File: src/rtl/reg_writeback_queue.sv
// reg_writeback_queue
// Writer end of the register-file write port. ALU and load writebacks are
// accepted through valid/ready and held in an in-order circular FIFO of
// {rd,data}. The head is retired into the register file at one write per
// cycle. A pending-write lookup lets decode stall on RAW hazards.
// Requests to x0 complete their handshake but are dropped without using a slot.
module reg_writeback_queue #(
    parameter int XLEN  = 64,
    parameter int DEPTH = 4
) (
    input  logic                         clk,
    input  logic                         reset,
    // load path
    input  logic                         mem_valid,
    input  logic [4:0]                   mem_rd,
    input  logic [XLEN-1:0]              mem_data,
    output logic                         mem_ready,
    // ALU path
    input  logic                         alu_valid,
    input  logic [4:0]                   alu_rd,
    input  logic [XLEN-1:0]              alu_data,
    output logic                         alu_ready,
    // register file write port
    output logic                         rf_regwrite,
    output logic [4:0]                   rf_rd,
    output logic [XLEN-1:0]              rf_wdata,
    // hazard lookup
    input  logic [4:0]                   chk_rs,
    output logic                         chk_pending,
    // occupancy
    output logic [$clog2(DEPTH+1)-1:0]   count,
    output logic                         full
);

    localparam int PTR_W = $clog2(DEPTH);
    localparam int CNT_W = $clog2(DEPTH+1);

    localparam logic [CNT_W:0]   FREE_DEPTH = (CNT_W+1)'(DEPTH);
    localparam logic [CNT_W:0]   FREE_ONE   = (CNT_W+1)'(1);
    localparam logic [CNT_W:0]   FREE_TWO   = (CNT_W+1)'(2);
    localparam logic [CNT_W-1:0] CNT_FULL   = CNT_W'(DEPTH);

    // FIFO storage (data only, never reset)
    logic [4:0]       slot_rd   [DEPTH];
    logic [XLEN-1:0]  slot_data [DEPTH];

    // FIFO control state
    logic [PTR_W-1:0] wr_ptr;
    logic [PTR_W-1:0] rd_ptr;

    logic             empty;
    logic             pop;
    logic [CNT_W:0]   free;
    logic             mem_push;
    logic             alu_push;
    logic [1:0]       n_push;
    logic [PTR_W-1:0] alu_slot;
    logic [CNT_W-1:0] count_next;
    logic [DEPTH-1:0] hit;

    // Handshake, pop and occupancy arithmetic
    always_comb begin
        empty = (count == '0);
        // The head retires every cycle the queue holds something and reset is low.
        pop   = !empty && !reset;
        // A slot freed by this cycle's pop can be refilled at the same edge.
        free  = FREE_DEPTH - {1'b0, count} + {{CNT_W{1'b0}}, !empty};

        mem_ready = !reset && (free >= FREE_ONE);
        // The load path gets the slot first when both producers compete.
        alu_ready = !reset && (mem_valid ? (free >= FREE_TWO) : (free >= FREE_ONE));

        mem_push  = mem_valid && mem_ready && (mem_rd != 5'd0);
        alu_push  = alu_valid && alu_ready && (alu_rd != 5'd0);
        n_push    = {1'b0, mem_push} + {1'b0, alu_push};

        // ALU entry lands behind the load entry when both are pushed together.
        alu_slot  = mem_push ? (wr_ptr + PTR_W'(1)) : wr_ptr;

        count_next = count + CNT_W'(n_push) - CNT_W'(pop);
    end

    // Register-file port: head when retiring, zeros otherwise
    always_comb begin
        rf_regwrite = pop;
        rf_rd       = pop ? slot_rd[rd_ptr]   : 5'd0;
        rf_wdata    = pop ? slot_data[rd_ptr] : '0;
        full        = (count == CNT_FULL);
    end

    // A slot is occupied when its distance from the head is below count.
    for (genvar i = 0; i < DEPTH; i++) begin : g_slot
        logic [PTR_W-1:0] off;
        assign off    = PTR_W'(i) - rd_ptr;
        assign hit[i] = ({1'b0, off} < count) && (slot_rd[i] == chk_rs);
    end

    // Hazard lookup over queued entries only; same-cycle requests are not seen
    always_comb begin
        chk_pending = (chk_rs != 5'd0) && (|hit);
    end

    // Write accepted entries into their slots
    always_ff @(posedge clk) begin
        if (mem_push) begin
            slot_rd[wr_ptr]   <= mem_rd;
            slot_data[wr_ptr] <= mem_data;
        end
        if (alu_push) begin
            slot_rd[alu_slot]   <= alu_rd;
            slot_data[alu_slot] <= alu_data;
        end
    end

    // Pointer and count update; reset discards every queued entry
    always_ff @(posedge clk) begin
        if (reset) begin
            wr_ptr <= '0;
            rd_ptr <= '0;
            count  <= '0;
        end else begin
            wr_ptr <= wr_ptr + PTR_W'(n_push);
            rd_ptr <= rd_ptr + PTR_W'(pop);
            count  <= count_next;
        end
    end

endmodule

File: config.mk
export PLATFORM = sky130hd
export DESIGN_NAME = reg_writeback_queue
export DESIGN_NICKNAME = d
export VERILOG_FILES = /design/src/rtl/reg_writeback_queue.sv
export SDC_FILE = /design/constraint.sdc
export NUM_CORES = 1
export LEC_CHECK = 0
export CAP_MARGIN = 10
export CORE_MARGIN = 2
export CORE_UTILIZATION = 35
export CTS_CLUSTER_DIAMETER = 30
export DETAILED_ROUTE_END_ITERATION = 10
export GPL_TIMING_DRIVEN = 0
export PLACE_DENSITY_LB_ADDON = 0.15
export SLEW_MARGIN = 15
export SYNTH_ARGS = -nofsm -noshare
export SYNTH_HDL_FRONTEND = slang
export SYNTH_SLANG_ARGS = --single-unit
File: constraint.sdc
create_clock -name clk -period 15.4 [get_ports clk]
set_input_delay 3.85 -clock clk [delete_from_list [all_inputs] [get_ports clk]]
set_output_delay 3.85 -clock clk [all_outputs]
set_load 0.03 [all_outputs]
* Yosys cells after proc, flatten, opt, wreduce, memory -nomap -nowiden
Memories as Yosys holds them, arrays and structs flattened. A register that Yosys moved wholly into a read port is not among the register bits.
Cells that the tools add are included.
** Storage, ports and cells
- Register bits :: 7
- Output and inout port bits :: 77
- Word-level logic and storage cells :: 57
- Bits of input ports :: 147
- Bits in writable memories :: 276
- Memories kept :: 2
** Operators by class
- Order comparisons :: 6
- Eq/ne operators :: 5
- Add/sub/neg operators :: 12
- Mux-type cells :: 10
- Reductions and logical operators :: 19
** Memory list
- slot_data :: depth 4, width 64, rd ports 1, clocked after memory_dff 1, wr ports 2, line 45 : logic [XLEN-1:0] slot_data [DEPTH];
- slot_rd :: depth 4, width 5, rd ports 5, clocked after memory_dff 1, wr ports 2, line 44 : logic [4:0] slot_rd [DEPTH];
** Operators by type and width (count)
- 64-bit 2-to-1 mux :: 1
- 5-bit == test :: 4
- 5-bit nonzero test :: 3
- 1-bit logical AND :: 12
- 2-bit by 3-bit < comparator with 1-bit output :: 4
- 2-bit 2-to-1 mux :: 3
- 1-bit 2-to-1 mux :: 5
- 5-bit 2-to-1 mux :: 1
- 4-bit by 1-bit adder with 4-bit output :: 1
- 4-bit by 1-bit greater-or-equal comparator with 1-bit output (second input constant) :: 1
- 4-bit by 2-bit greater-or-equal comparator with 1-bit output (second input constant) :: 1
- 4-bit OR reduction :: 1
- 1-bit by 2-bit subtractor with 2-bit output (first input constant) :: 2
- 2-bit subtractor (first input constant) :: 2
- 3-bit by 3-bit subtractor with 4-bit output (first input constant) :: 1
- 3-bit by 2-bit adder with 3-bit output :: 1
- 3-bit == test (second input constant) :: 1
- 3-bit logical NOT :: 1
- 3-bit by 1-bit subtractor with 3-bit output :: 1
- 1-bit by 1-bit adder with 2-bit output :: 1
- 2-bit by 1-bit adder with 2-bit output :: 1
- 2-bit by 1-bit adder with 2-bit output (second input constant) :: 1
- 2-bit adder :: 1
- 1-bit logical NOT :: 2

* Logic depth before layout (Yosys ltp)
- Depth in word-level cells :: 11
- Mapped depth :: 20

* Worst setup path before layout
No wires, ideal clock.
- Kind :: input to output
- Start point :: input reset
- End point :: output rf_wdata[54]
- Stages on the path :: 4
- Data required time :: 11.550 ns
- Path buffers :: 2
- Setup slack :: 6.374 ns
- Arrival time :: 5.176 ns
- Path through :: clkbuf_1 > nor2_1 > clkbuf_1 > and2_1
** Between the ends
- Cells in the longest elaborated chain, start to end :: 3
** Ends and longest elaborated chain
- start: declaration :: line 12 : input logic reset,
- 1-bit logical NOT :: line 65 : pop = !empty && !reset;
- 1-bit logical AND :: line 65
- net rf_regwrite :: line 24 : output logic rf_regwrite,
- 64-bit 2-to-1 mux :: line 87 : rf_wdata = pop ? slot_data[rd_ptr] : '0;
- end: declaration :: line 26 : output logic [XLEN-1:0] rf_wdata,
The timed path passes the listed nets, and every way through them passes these cells.

* Worst setup path in the final report
- Start point :: input reset
- End point :: output rf_wdata[59]
** Between the ends
- Cells in the longest elaborated chain, start to end :: 3
** Ends and longest elaborated chain (line)
- 1-bit logical NOT :: 65
- 1-bit logical AND :: 65
- 64-bit 2-to-1 mux :: 87
Every way passes these cells.

==> results.md <==
* Status: finished clean
* Total CTS buffers at 78
* Mean post-synth cell area at 16.9 µm²
* Synth unique cells at 42
* Die height at 210 µm
* Normalized max-slew margin at 27.6%
* Post-Syn Nets at 1,044
* Largest net degree at the start of global routing at 19
* Vias/cell at 5.10
* Largest cells by area after synthesis: edfxtp_1 (56%), mux2_2 (18%), mux4_2 (10%)
* ANT cells at 0
* Mapped Cells at 880
* CP Launch Type: input port
* Crit-path max cell delay at 0.91 ns
* Starting Density at 35.5%
* R2r setup slk at 10.95 ns
* Synth async-reset ratio at 0%
* Root Buffer: clkbuf_16
* Clock transition at the registers of the reported paths at 0.04 ns
* Slowest CP cell: nor2_1
* Vias at 9,171
* Maxcap violations at 0
* Wirelength per Cell at 23.1 µm
* H-tree level count at 3
* Routed WL at 41,500 µm
* Post-cts sizing count at 0
* Fin crit period at 10.41 ns
* Area growth syn-to-layout at 41.3%
* Hold Buf Count CTS at 0
* Die W at 210 µm
* Total power per unit cell area at 184 nW/µm²
* Post-synth EDFFs at 276
* Worst VDD drop at 0.0000996 V
* WHS at 0.586 ns
* Core area at 42,000 µm²
* Vias in the first global route at 10,062
* I/O pins at 224
* Unrepaired setup endpoints after global routing: no
* TritonCTS clock tree: yes
* Yosys warnings at 0
* Static leakage at 7.42 nW
* Mapped Area at 14,900 µm²
* Setup crit end kind: primary output
* Pins over their slew limit at 0
* HP Class: reg -> reg
* Nets at 1,359
* Skew final at 0.0295 ns
* Initial antenna violation count at 1
* Synth area leader: edfxtp_1
* Num rows at 75
* Initial DRC Count at 514
* Worst-path cell chain: clkbuf_1 > nor2_1 > clkbuf_1 > and2_1 > clkdlybuf4s50_1
* Seq/Total Area, Yosys at 56.5%
* Least-Margin Pin Slew at 1.08 ns
* Final antenna-violating net count at 0
* Dpl hpwl at 27,400 µm
* DIE AREA at 44,300 µm²
* Count of final setup violators at 0
* Top-area cell type share of the netlist area at 55.6%
* Clock Tree Buf Depth at 3
* Critical Path AT at 6.56 ns
* GRT Resource Usage Total at 19.1%
* Crit-path most repeated cell: clkbuf_1
* Crit Path Class: in -> out
* Clk sinks at 283
* GPL Wtd Cong at 0.798
* WP data required at 11.55 ns
* Fill cells at 3,558
* Share of cells above drive strength 1 at 42.1%
* Period utilization at 67.6%
* Setup bufs post-CTS at 0
* Remaining global-route overflow at 0
* Final Hold Fails at 0
* Setup TNS at 0 ns
* Port Buf Inserts at 217
* Worst-Skew Late Latency at 0.59 ns
* CP max FO at 12
* Maximum clock frequency at 96.0 MHz
* DR pass1 iterations at 5
* First-pass GRT wire length at 62,300 µm
* Final routed DRC violation total at 0
* Yosys reg bits at 283
* Top FF cell, synth: edfxtp_1
-- layout make-up --
type / count / area [µm²] / area share, %
well taps: 539 / 674 / 3.20
inverters: 14 / 52.6 / 0.249
plain buffers: 58 / 312 / 1.48
clock inverters: 56 / 749 / 3.56
clock buffers: 89 / 2020 / 9.60
multi-input cells: 525 / 6180 / 29.3
repair buffers: 235 / 2660 / 12.6
flip-flops and latches: 283 / 8430 / 40.0
-- registers in the layout (all words and copies together), names as in the netlist --
signal and cells:
count 3, rd_ptr 2, slot_data 256, slot_rd 20
wr_ptr 2
-- power breakdown --
group	switching, mW	internal [mW]
Sequential	0.0409	1.02
Combinational	0.581	0.535
Clock	0.489	1.21
-- final timing paths --
| path | start | endpoint | cells past startpoint |
|---|---|---|---|
| worst min-delay path | rd_ptr[0] | rd_ptr[0] | 2 |
| worst max register to register | count[2] | slot_data[3][13] | 14 |
| worst min register to register | rd_ptr[0] | rd_ptr[0] | 2 |
| worst max-delay path | reset | rf_wdata[59] | 5 |
-- cells by family after synthesis --
group | share of synthesized area (%)
DFF | 56.5
xor gates and xnor gates | 1.53
adders and majority gates | 1.48
AOI/OAI and AO/OA | 1.64
buffers and inverters | 2.44
muxes | 32.3
and+or+nand+nor | 4.14
-- layout by cell type (no fill, tap or decap), types with 2 or more instances in the layout --
cell type	count
xor2_1	11
clkbuf_8	3
clkinv_2	8
inv_1	13
nor4_1	4
clkbuf_1	29
buf_16	17
clkinv_4	5
dfxtp_1	7
nor2_1	7
a21oi_1	9
o22ai_4	4
clkinv_1	15
or4_1	3
o21ai_2	4
inv_16	2
bufinv_16	16
mux4_2	69
buf_6	8
clkdlybuf4s50_1	217
edfxtp_1	276
o31ai_1	2
nor3_1	3
a31oi_1	4
nand2_1	7
mux2_2	236
nor2b_1	3
o2111ai_1	4
clkbuf_16	78
buf_2	27
mux2_4	40
inv_6	4
and2_1	69
xnor2_1	15
clkinvlp_4	5
ha_1	16
buf_1	2
-- cell usage after synthesis (8+ instances only) --
cell type and n:
edfxtp_1 276, a21oi_1 9, mux4_2 69, clkbuf_1 21, mux2_4 40, xnor2_1 15, xor2_1 11, and2_1 69
mux2_2 236, ha_1 16, buf_2 27, inv_1 13, buf_6 8
-- per-stage QoR --
stage          instance area, µm²  std cells  utilization [%]  setup WS, ns  total power, mW
3_3_place_gp                17800       1636             42.2          2.18             2.16
2_1_floorplan               14900        880                -          6.37             1.75
4_1_cts                     21100       1799             50.1          4.95             3.92
5_1_grt                     21100       1799             50.1          4.87             4.03
3_5_place_dp                18300       1654             43.5          4.95             2.21
6_report                    21100       1799             50.1          4.99             3.88
-- worst max-delay path: cells and delay by family --
family / cells / cell delay (ns)
buf+inv: 3 / 1.54
simple gates: 2 / 1.16
-- metal layers --
layer | GRT usage (%) | part of all wire, %
met1 | 24.8 | 44
met2 | 31.5 | 49
met3 | 4.62 | 5.4
met4 | 6.07 | 2.0
met5 | 0 | 0.031
Note: power is estimated with default switching activity, not from simulation.
